--- src/rtl/sccb_arbiter_if.sv ---
// Bundles the two requester ports and the sccb_ctrl command port of sccb_arbiter.
// Handshake: a requester holds req (with we/addr/wdata valid at the granting edge) until its one-cycle ack;
// toward sccb_ctrl, rreq/wreq are levels held until the one-cycle com_done pulse (data_read valid with it).
interface sccb_arbiter_if;
  logic       init_done;
  logic       req0;
  logic       we0;
  logic [7:0] addr0;
  logic [7:0] wdata0;
  logic       ack0;
  logic       err0;
  logic [7:0] rdata0;
  logic       req1;
  logic       we1;
  logic [7:0] addr1;
  logic [7:0] wdata1;
  logic       ack1;
  logic       err1;
  logic [7:0] rdata1;
  logic       rreq;
  logic       wreq;
  logic [7:0] addr_rw;
  logic [7:0] data_write;
  logic       com_done;
  logic [7:0] data_read;
  logic       busy;
  logic       grant;
  logic [1:0] state_dbg;

  modport slave (
    input  init_done, req0, we0, addr0, wdata0, req1, we1, addr1, wdata1, com_done, data_read,
    output ack0, err0, rdata0, ack1, err1, rdata1, rreq, wreq, addr_rw, data_write, busy, grant,
           state_dbg
  );

  modport master (
    output init_done, req0, we0, addr0, wdata0, req1, we1, addr1, wdata1, com_done, data_read,
    input  ack0, err0, rdata0, ack1, err1, rdata1, rreq, wreq, addr_rw, data_write, busy, grant,
           state_dbg
  );
endinterface

--- src/rtl/sccb_arbiter.sv ---
// Two-port round-robin arbiter in front of sccb_ctrl: one transaction at a time,
// a bus-idle gap after every completion, and a completion timeout that aborts with err.
module sccb_arbiter #(
  parameter int GAP_CYCLES = 16,
  parameter int TIMEOUT    = 65535
) (
  input  logic          clk25,
  input  logic          RESETn,
  sccb_arbiter_if.slave bus
);
  typedef enum logic [1:0] {
    S_IDLE = 2'd0,
    S_WAIT = 2'd1,
    S_DONE = 2'd2,
    S_GAP  = 2'd3
  } state_t;

  state_t      state;
  state_t      state_next;
  logic [15:0] tmo_cnt;
  logic [7:0]  gap_cnt;
  logic        lat_we;
  logic [7:0]  lat_addr;
  logic [7:0]  lat_wdata;
  logic        grant_r;
  logic        last_grant;
  logic        err_r;
  logic [7:0]  rdata0_r;
  logic [7:0]  rdata1_r;
  logic        any_req;
  logic        pick;
  logic        tmo_hit;
  logic        gap_end;
  logic        in_wait;
  logic        in_done;

  assign any_req = bus.init_done & (bus.req0 | bus.req1);
  // On a tie the port that did not own the previous transaction wins.
  assign pick    = (bus.req0 & bus.req1) ? ~last_grant : bus.req1;
  assign tmo_hit = (tmo_cnt == 16'(TIMEOUT - 1));
  assign gap_end = (gap_cnt == 8'(GAP_CYCLES - 1));

  always_ff @(posedge clk25 or negedge RESETn) begin
    if (!RESETn) state <= S_IDLE;
    else         state <= state_next;
  end

  always_comb begin
    state_next = state;
    unique case (state)
      S_IDLE:  if (any_req) state_next = S_WAIT;
      S_WAIT:  if (bus.com_done || tmo_hit) state_next = S_DONE;
      S_DONE:  state_next = S_GAP;
      S_GAP:   if (gap_end) state_next = S_IDLE;
      default: state_next = S_IDLE;
    endcase
  end

  always_ff @(posedge clk25 or negedge RESETn) begin
    if (!RESETn) begin
      tmo_cnt    <= '0;
      gap_cnt    <= '0;
      lat_we     <= 1'b0;
      lat_addr   <= '0;
      lat_wdata  <= '0;
      grant_r    <= 1'b0;
      last_grant <= 1'b1;
      err_r      <= 1'b0;
      rdata0_r   <= '0;
      rdata1_r   <= '0;
    end else begin
      case (state)
        S_IDLE: begin
          tmo_cnt <= '0;
          gap_cnt <= '0;
          if (any_req) begin
            grant_r    <= pick;
            last_grant <= pick;
            lat_we     <= pick ? bus.we1    : bus.we0;
            lat_addr   <= pick ? bus.addr1  : bus.addr0;
            lat_wdata  <= pick ? bus.wdata1 : bus.wdata0;
          end
        end
        S_WAIT: begin
          tmo_cnt <= tmo_cnt + 16'd1;
          // com_done takes priority over a timeout expiring in the same cycle.
          if (bus.com_done) begin
            err_r <= 1'b0;
            if (!lat_we) begin
              if (grant_r) rdata1_r <= bus.data_read;
              else         rdata0_r <= bus.data_read;
            end
          end else if (tmo_hit) begin
            err_r <= 1'b1;
          end
        end
        S_DONE:  gap_cnt <= '0;
        S_GAP:   gap_cnt <= gap_cnt + 8'd1;
        default: gap_cnt <= '0;
      endcase
    end
  end

  assign in_wait        = (state == S_WAIT);
  assign in_done        = (state == S_DONE);
  assign bus.wreq       = in_wait & lat_we;
  assign bus.rreq       = in_wait & ~lat_we;
  assign bus.addr_rw    = lat_addr;
  assign bus.data_write = lat_wdata;
  assign bus.ack0       = in_done & ~grant_r;
  assign bus.ack1       = in_done & grant_r;
  assign bus.err0       = in_done & ~grant_r & err_r;
  assign bus.err1       = in_done & grant_r & err_r;
  assign bus.rdata0     = rdata0_r;
  assign bus.rdata1     = rdata1_r;
  assign bus.busy       = (state != S_IDLE);
  assign bus.grant      = grant_r;
  assign bus.state_dbg  = state;
endmodule

--- src/flat_wrapper.sv ---
// flat-port wrapper written by rule: the top's interface ports become plain ports
module sccb_arbiter_flat 
#(
  parameter int GAP_CYCLES = 16,
  parameter int TIMEOUT    = 65535
)
  (clk25, RESETn, bus_init_done, bus_req0, bus_we0, bus_addr0, bus_wdata0, bus_req1, bus_we1, bus_addr1, bus_wdata1, bus_com_done, bus_data_read, bus_ack0, bus_err0, bus_rdata0, bus_ack1, bus_err1, bus_rdata1, bus_rreq, bus_wreq, bus_addr_rw, bus_data_write, bus_busy, bus_grant, bus_state_dbg);
  sccb_arbiter_if bus_i ();
  input  logic clk25;
  input  logic RESETn;
  input wire logic [$bits(bus_i.init_done)-1:0] bus_init_done;
  input wire logic [$bits(bus_i.req0)-1:0] bus_req0;
  input wire logic [$bits(bus_i.we0)-1:0] bus_we0;
  input wire logic [$bits(bus_i.addr0)-1:0] bus_addr0;
  input wire logic [$bits(bus_i.wdata0)-1:0] bus_wdata0;
  input wire logic [$bits(bus_i.req1)-1:0] bus_req1;
  input wire logic [$bits(bus_i.we1)-1:0] bus_we1;
  input wire logic [$bits(bus_i.addr1)-1:0] bus_addr1;
  input wire logic [$bits(bus_i.wdata1)-1:0] bus_wdata1;
  input wire logic [$bits(bus_i.com_done)-1:0] bus_com_done;
  input wire logic [$bits(bus_i.data_read)-1:0] bus_data_read;
  output wire logic [$bits(bus_i.ack0)-1:0] bus_ack0;
  output wire logic [$bits(bus_i.err0)-1:0] bus_err0;
  output wire logic [$bits(bus_i.rdata0)-1:0] bus_rdata0;
  output wire logic [$bits(bus_i.ack1)-1:0] bus_ack1;
  output wire logic [$bits(bus_i.err1)-1:0] bus_err1;
  output wire logic [$bits(bus_i.rdata1)-1:0] bus_rdata1;
  output wire logic [$bits(bus_i.rreq)-1:0] bus_rreq;
  output wire logic [$bits(bus_i.wreq)-1:0] bus_wreq;
  output wire logic [$bits(bus_i.addr_rw)-1:0] bus_addr_rw;
  output wire logic [$bits(bus_i.data_write)-1:0] bus_data_write;
  output wire logic [$bits(bus_i.busy)-1:0] bus_busy;
  output wire logic [$bits(bus_i.grant)-1:0] bus_grant;
  output wire logic [$bits(bus_i.state_dbg)-1:0] bus_state_dbg;
  assign bus_i.init_done = bus_init_done;
  assign bus_i.req0 = bus_req0;
  assign bus_i.we0 = bus_we0;
  assign bus_i.addr0 = bus_addr0;
  assign bus_i.wdata0 = bus_wdata0;
  assign bus_i.req1 = bus_req1;
  assign bus_i.we1 = bus_we1;
  assign bus_i.addr1 = bus_addr1;
  assign bus_i.wdata1 = bus_wdata1;
  assign bus_i.com_done = bus_com_done;
  assign bus_i.data_read = bus_data_read;
  assign bus_ack0 = bus_i.ack0;
  assign bus_err0 = bus_i.err0;
  assign bus_rdata0 = bus_i.rdata0;
  assign bus_ack1 = bus_i.ack1;
  assign bus_err1 = bus_i.err1;
  assign bus_rdata1 = bus_i.rdata1;
  assign bus_rreq = bus_i.rreq;
  assign bus_wreq = bus_i.wreq;
  assign bus_addr_rw = bus_i.addr_rw;
  assign bus_data_write = bus_i.data_write;
  assign bus_busy = bus_i.busy;
  assign bus_grant = bus_i.grant;
  assign bus_state_dbg = bus_i.state_dbg;
  sccb_arbiter #(.GAP_CYCLES(GAP_CYCLES), .TIMEOUT(TIMEOUT)) u_core (.clk25(clk25), .RESETn(RESETn), .bus(bus_i));
endmodule
--- config.mk ---
export PLATFORM = sky130hd
export DESIGN_NAME = sccb_arbiter_flat
export DESIGN_NICKNAME = d
export VERILOG_FILES = /design/src/rtl/sccb_arbiter_if.sv /design/src/rtl/sccb_arbiter.sv /design/src/flat_wrapper.sv
export SDC_FILE = /design/constraint.sdc
export NUM_CORES = 1
export LEC_CHECK = 0
export BUFFER_PORTS_ARGS = -buffer_cell sky130_fd_sc_hd__buf_2
export CORE_MARGIN = 5
export CORE_UTILIZATION = 55
export CTS_CLUSTER_DIAMETER = 120
export DETAILED_ROUTE_END_ITERATION = 6
export PLACE_DENSITY = 0.85
export REMOVE_ABC_BUFFERS = 1
export SLEW_MARGIN = 20
export SYNTH_ARGS = -nofsm -noshare
export SYNTH_HDL_FRONTEND = slang
export SYNTH_SLANG_ARGS = --single-unit
export TNS_END_PERCENT = 1
--- constraint.sdc ---
create_clock -name clk25 -period 3.9 [get_ports clk25]
set_clock_uncertainty 0.2 [all_clocks]
set_input_delay 0.195 -clock clk25 [delete_from_list [all_inputs] [get_ports clk25]]
set_output_delay 0.195 -clock clk25 [all_outputs]
set_load 0.05 [all_outputs]
==> key figures <==
Floorplanning
  – Total Die Area: 6973 µm²
  – Placement Rows: 26
  – DIE WIDTH: 83.51 µm
  – # IOs: 90
  – Core Region: around 5200 µm²
  – Chip height: 83.51 µm
  – Initial core utilization: 0.5745

Power and ir drop
  – VDD IR max: 598.6 µV
  – Pleak: 0.002050 µW
  – Pwr Density: 801.4 nW/µm²

Min path
  – Type of the worst min-delay path: input pin to register
  – Hold Path Stages: 3
  – HP Start: bus_addr0[7]
  – Hold endpoint: u_core.bus.addr_rw[7]$_DFFE_PN0P_

Global route
  – Met1 Resource Use GR: 0.3001
  – Largest net degree at the start of global routing: 43
  – Met2 Use GR: 0.4534
  – First-pass GRT wire length: 14630 µm
  – Initial antenna violation count: 0
  – Gr ovfl total: 0
  – Total Routing Usage GR: 0.2658
  – GR Util met3: 0.08588
  – Vias in the first global route: approximately 3000
  – Global route hottest layer: met2

Run status
  – Status: finished with violations
  – Failing checks: hold timing

Worst setup path
  – Slowest CP cell: dlygate4sd3_1
  – Data required time of the worst path: between 3 and 4 ns
  – Worst r2r dst: u_core.bus.addr_rw[2]$_DFFE_PN0P_
  – Data arrival, critical path: 2.47 ns
  – Largest stage delay, worst path: 0.62 ns
  – Crit-path cells: a21boi_2 -> buf_4 -> mux2i_1 -> dlygate4sd3_1 -> o21ai_0
  – Cells on worst reg2reg path: 5
  – Worst r2r src: u_core.last_grant$_DFFE_PN1P_
  – Maximum fanout along the worst path: 13
  – Setup crit end kind: register
  – Critical setup path kind: register to register
  – R2r setup slk: 1.43 ns
  – CP Launch Type: register

Logic synthesis
  – Ranking of synthesized cells by area: dfrtp_1 (51%), mux2i_1 (8.1%), mux2_2 (6.8%)
  – Share of the synthesized area in the top cell type: 0.5137
  – Synth async-reset ratio: 1.000
  – Mapped Area: just under 3000 µm²
  – Post-synth cell types: 44
  – Main flop type after synthesis: dfrtp_1
  – Sequential fraction of the synthesis area: 0.5225
  – Post-synthesis cell count: between 200 and 300
  – Number of synthesized flops with an enable pin: 0
  – Synth Warn #: 0
  – Leading area contributor after synthesis: dfrtp_1
  – Number of synthesized register bits: 62
  – Post-synthesis area per instance: 11.05 µm²

Timing
  – Final Setup Violations: 0
  – RSZ-0062 raised after global routing: no
  – Minimum clock period: 2.471 ns
  – Worst slew margin: 0.3712
  – Final worst slack: 1.429 ns
  – Part of the cycle the worst path needs: 0.6337
  – Final hold vios: 1
  – Worst slew pin tran: between 0.9 and 1 ns
  – Peak Freq: 0.4046 GHz
  – Slew Viols, Final: 0
  – Hold_ws: -0.001010 ns
  – TNS Setup: 0 ns

Layout
  – Area Growth Syn to Fin: 38.36%
  – Fillers: 271
  – Final Util: 0.7949
  – Fraction of layout cells with a size suffix above 1: 0.3309
  – Sequential Area: approximately 1600 µm²
  – Commonest non-fill, non-tap cell in the layout: buf_2
  – Diodes inserted: 0
  – Nets@finish: ~460
  – Most frequent cells in the layout: buf_2 (89), dfrtp_1 (61), dlygate4sd3_1 (40), nand2_1 (36), o21ai_0 (30)
  – Multi-input logic area: around 1300 µm²

Place
  – Dpl ws: ~1.5 ns
  – Final Wtd Congestion: roughly 0.85
  – Hpwl dp: 5172 µm
  – Port Buffer Count: 89

Routing
  – Antenna Nets Post-Route: 0
  – Routed len/inst: 18.64 µm
  – DRT Wirelength: 8909 µm
  – Drt pass-1 iters: 4
  – DR vias: 2728
  – Drt first-iter violations: 191
  – DR vias/cell: 5.707
  – DRC viols: 0

Clock tree
  – Skew-Pair Late Insertion Delay: 0.34 ns
  – CTS tree: built
  – CTS root buf: clkbuf_8
  – Clock slew seen by the registers of the worst setup and hold paths: 0.07 ns
  – Clk sinks: 62
  – Number of setup buffers added after CTS: 0
  – Num CTS Buffers: 9
  – H-tree Lvls: 3
  – Clk buf depth: 2
  – Hold Buf Count CTS: 40
  – Cts repair resizes: 0

Job
  – Maxcap violations: 0
## critical path, delay by kind of cell, from the launching register on
kind / cells / cell delay (ns)
mux: 1 / 0.29
flops: 1 / 0.38
compound gates: 2 / 0.48
buf+inv: 2 / 0.97
## worst max-delay path by stage
| stage | startpoint | endpoint | slack (ns) | depth (start not counted) |
|---|---|---|---|---|
| finish | u_core.last_grant$_DFFE_PN1P_ | u_core.bus.addr_rw[2]$_DFFE_PN0P_ | 1.43 | 5 |
| global placement | u_core.bus.state_dbg[1]$_DFFE_PN0P_ | u_core.bus.rdata0[5]$_DFFE_PN0P_ | 1.65 | 5 |
| CTS | u_core.bus.state_dbg[1]$_DFFE_PN0P_ | bus_rreq | 1.49 | 5 |
| detailed placement | u_core.bus.state_dbg[1]$_DFFE_PN0P_ | u_core.bus.rdata1[3]$_DFFE_PN0P_ | 1.53 | 6 |
| global route | u_core.bus.state_dbg[1]$_DFFE_PN0P_ | u_core.bus.rdata1[2]$_DFFE_PN0P_ | 1.21 | 6 |
| floorplan | u_core.bus.state_dbg[1]$_DFFE_PN0P_ | u_core.bus.rdata1[0]$_DFFE_PN0P_ | 0.83 | 6 |
## stage by stage
step / area (µm²) / power [µW] / hold slack, ns / std cells
floorplan: 2934 / 2146 / -0.3006 / 261
global placement: 3486 / 2498 / 0.1692 / 422
detailed placement: 3486 / 2546 / 0.1786 / 422
CTS: 4111 / 3228 / 0.009366 / 478
global route: 4111 / 3448 / 0.006595 / 478
finish: 4111 / 3295 / -0.001010 / 478
## final cells by class
class	instances	share of cell area
clock buffers	12	0.03774
clock inverters	4	0.01704
inverters	10	0.009130
multi-input cells	189	0.3278
flip-flops and latches	62	0.3777
well taps	70	0.02130
repair buffers	131	0.2094
## power breakdown
| group | switching [µW] | leakage [µW] | internal, µW | total (µW) |
|---|---|---|---|---|
| logic | 1180 | 0.00113 | 451 | 1630 |
| clock network | 253 | 0.000116 | 393 | 646 |
| registers | 167 | 0.000799 | 854 | 1020 |
## sequential cells by signal, summed over array words and instances (netlist names)
signal and flops:
u_core.err_r 1, u_core.gap_cnt 8, u_core.bus.state_dbg 2, u_core.bus.rdata0 8, u_core.last_grant 1, u_core.tmo_cnt 16, u_core.bus.data_write 8, u_core.bus.addr_rw 8
u_core.lat_we 1, u_core.bus.rdata1 8, u_core.bus.grant 1
## per-layer routing
| layer | vias to the layer above | part of all wire |
|---|---|---|
| met5 | - | 0 |
| met4 | 0 | 0.031 |
| met3 | 27 | 0.090 |
| met2 | 148 | 0.50 |
| met1 | 1324 | 0.38 |
| li1 | 1229 | - |
## Yosys cell counts (2+ instances only)
| cell type | n |
|---|---|
| mux2_2 | 18 |
| ha_1 | 8 |
| buf_2 | 3 |
| nor2_1 | 12 |
| xor2_1 | 2 |
| clkbuf_1 | 4 |
| nand2b_1 | 2 |
| o21ai_0 | 30 |
| mux2i_1 | 24 |
| dfrtp_1 | 61 |
| inv_1 | 10 |
| nand3_1 | 11 |
| a31oi_1 | 2 |
| o311ai_0 | 2 |
| nand4_1 | 5 |
| nand2_1 | 36 |
| and3_1 | 3 |
| and2_1 | 2 |
| o41ai_1 | 3 |
| nor2b_1 | 2 |
| a21oi_1 | 6 |
## kinds of logic (layout without fill, tap and decap cells)
logic type	count (synthesis)	in the layout	share of synthesized area
xor gates and xnor gates	3	3	0.008844
AOI/OAI and AO/OA	53	53	0.1150
adders and majority gates	8	8	0.03369
muxes	43	43	0.1541
DFF	62	62	0.5225
buffers and inverters	18	157	0.02526
and+or+nand+nor	82	82	0.1406
Power figures use the tool's default switching activity.
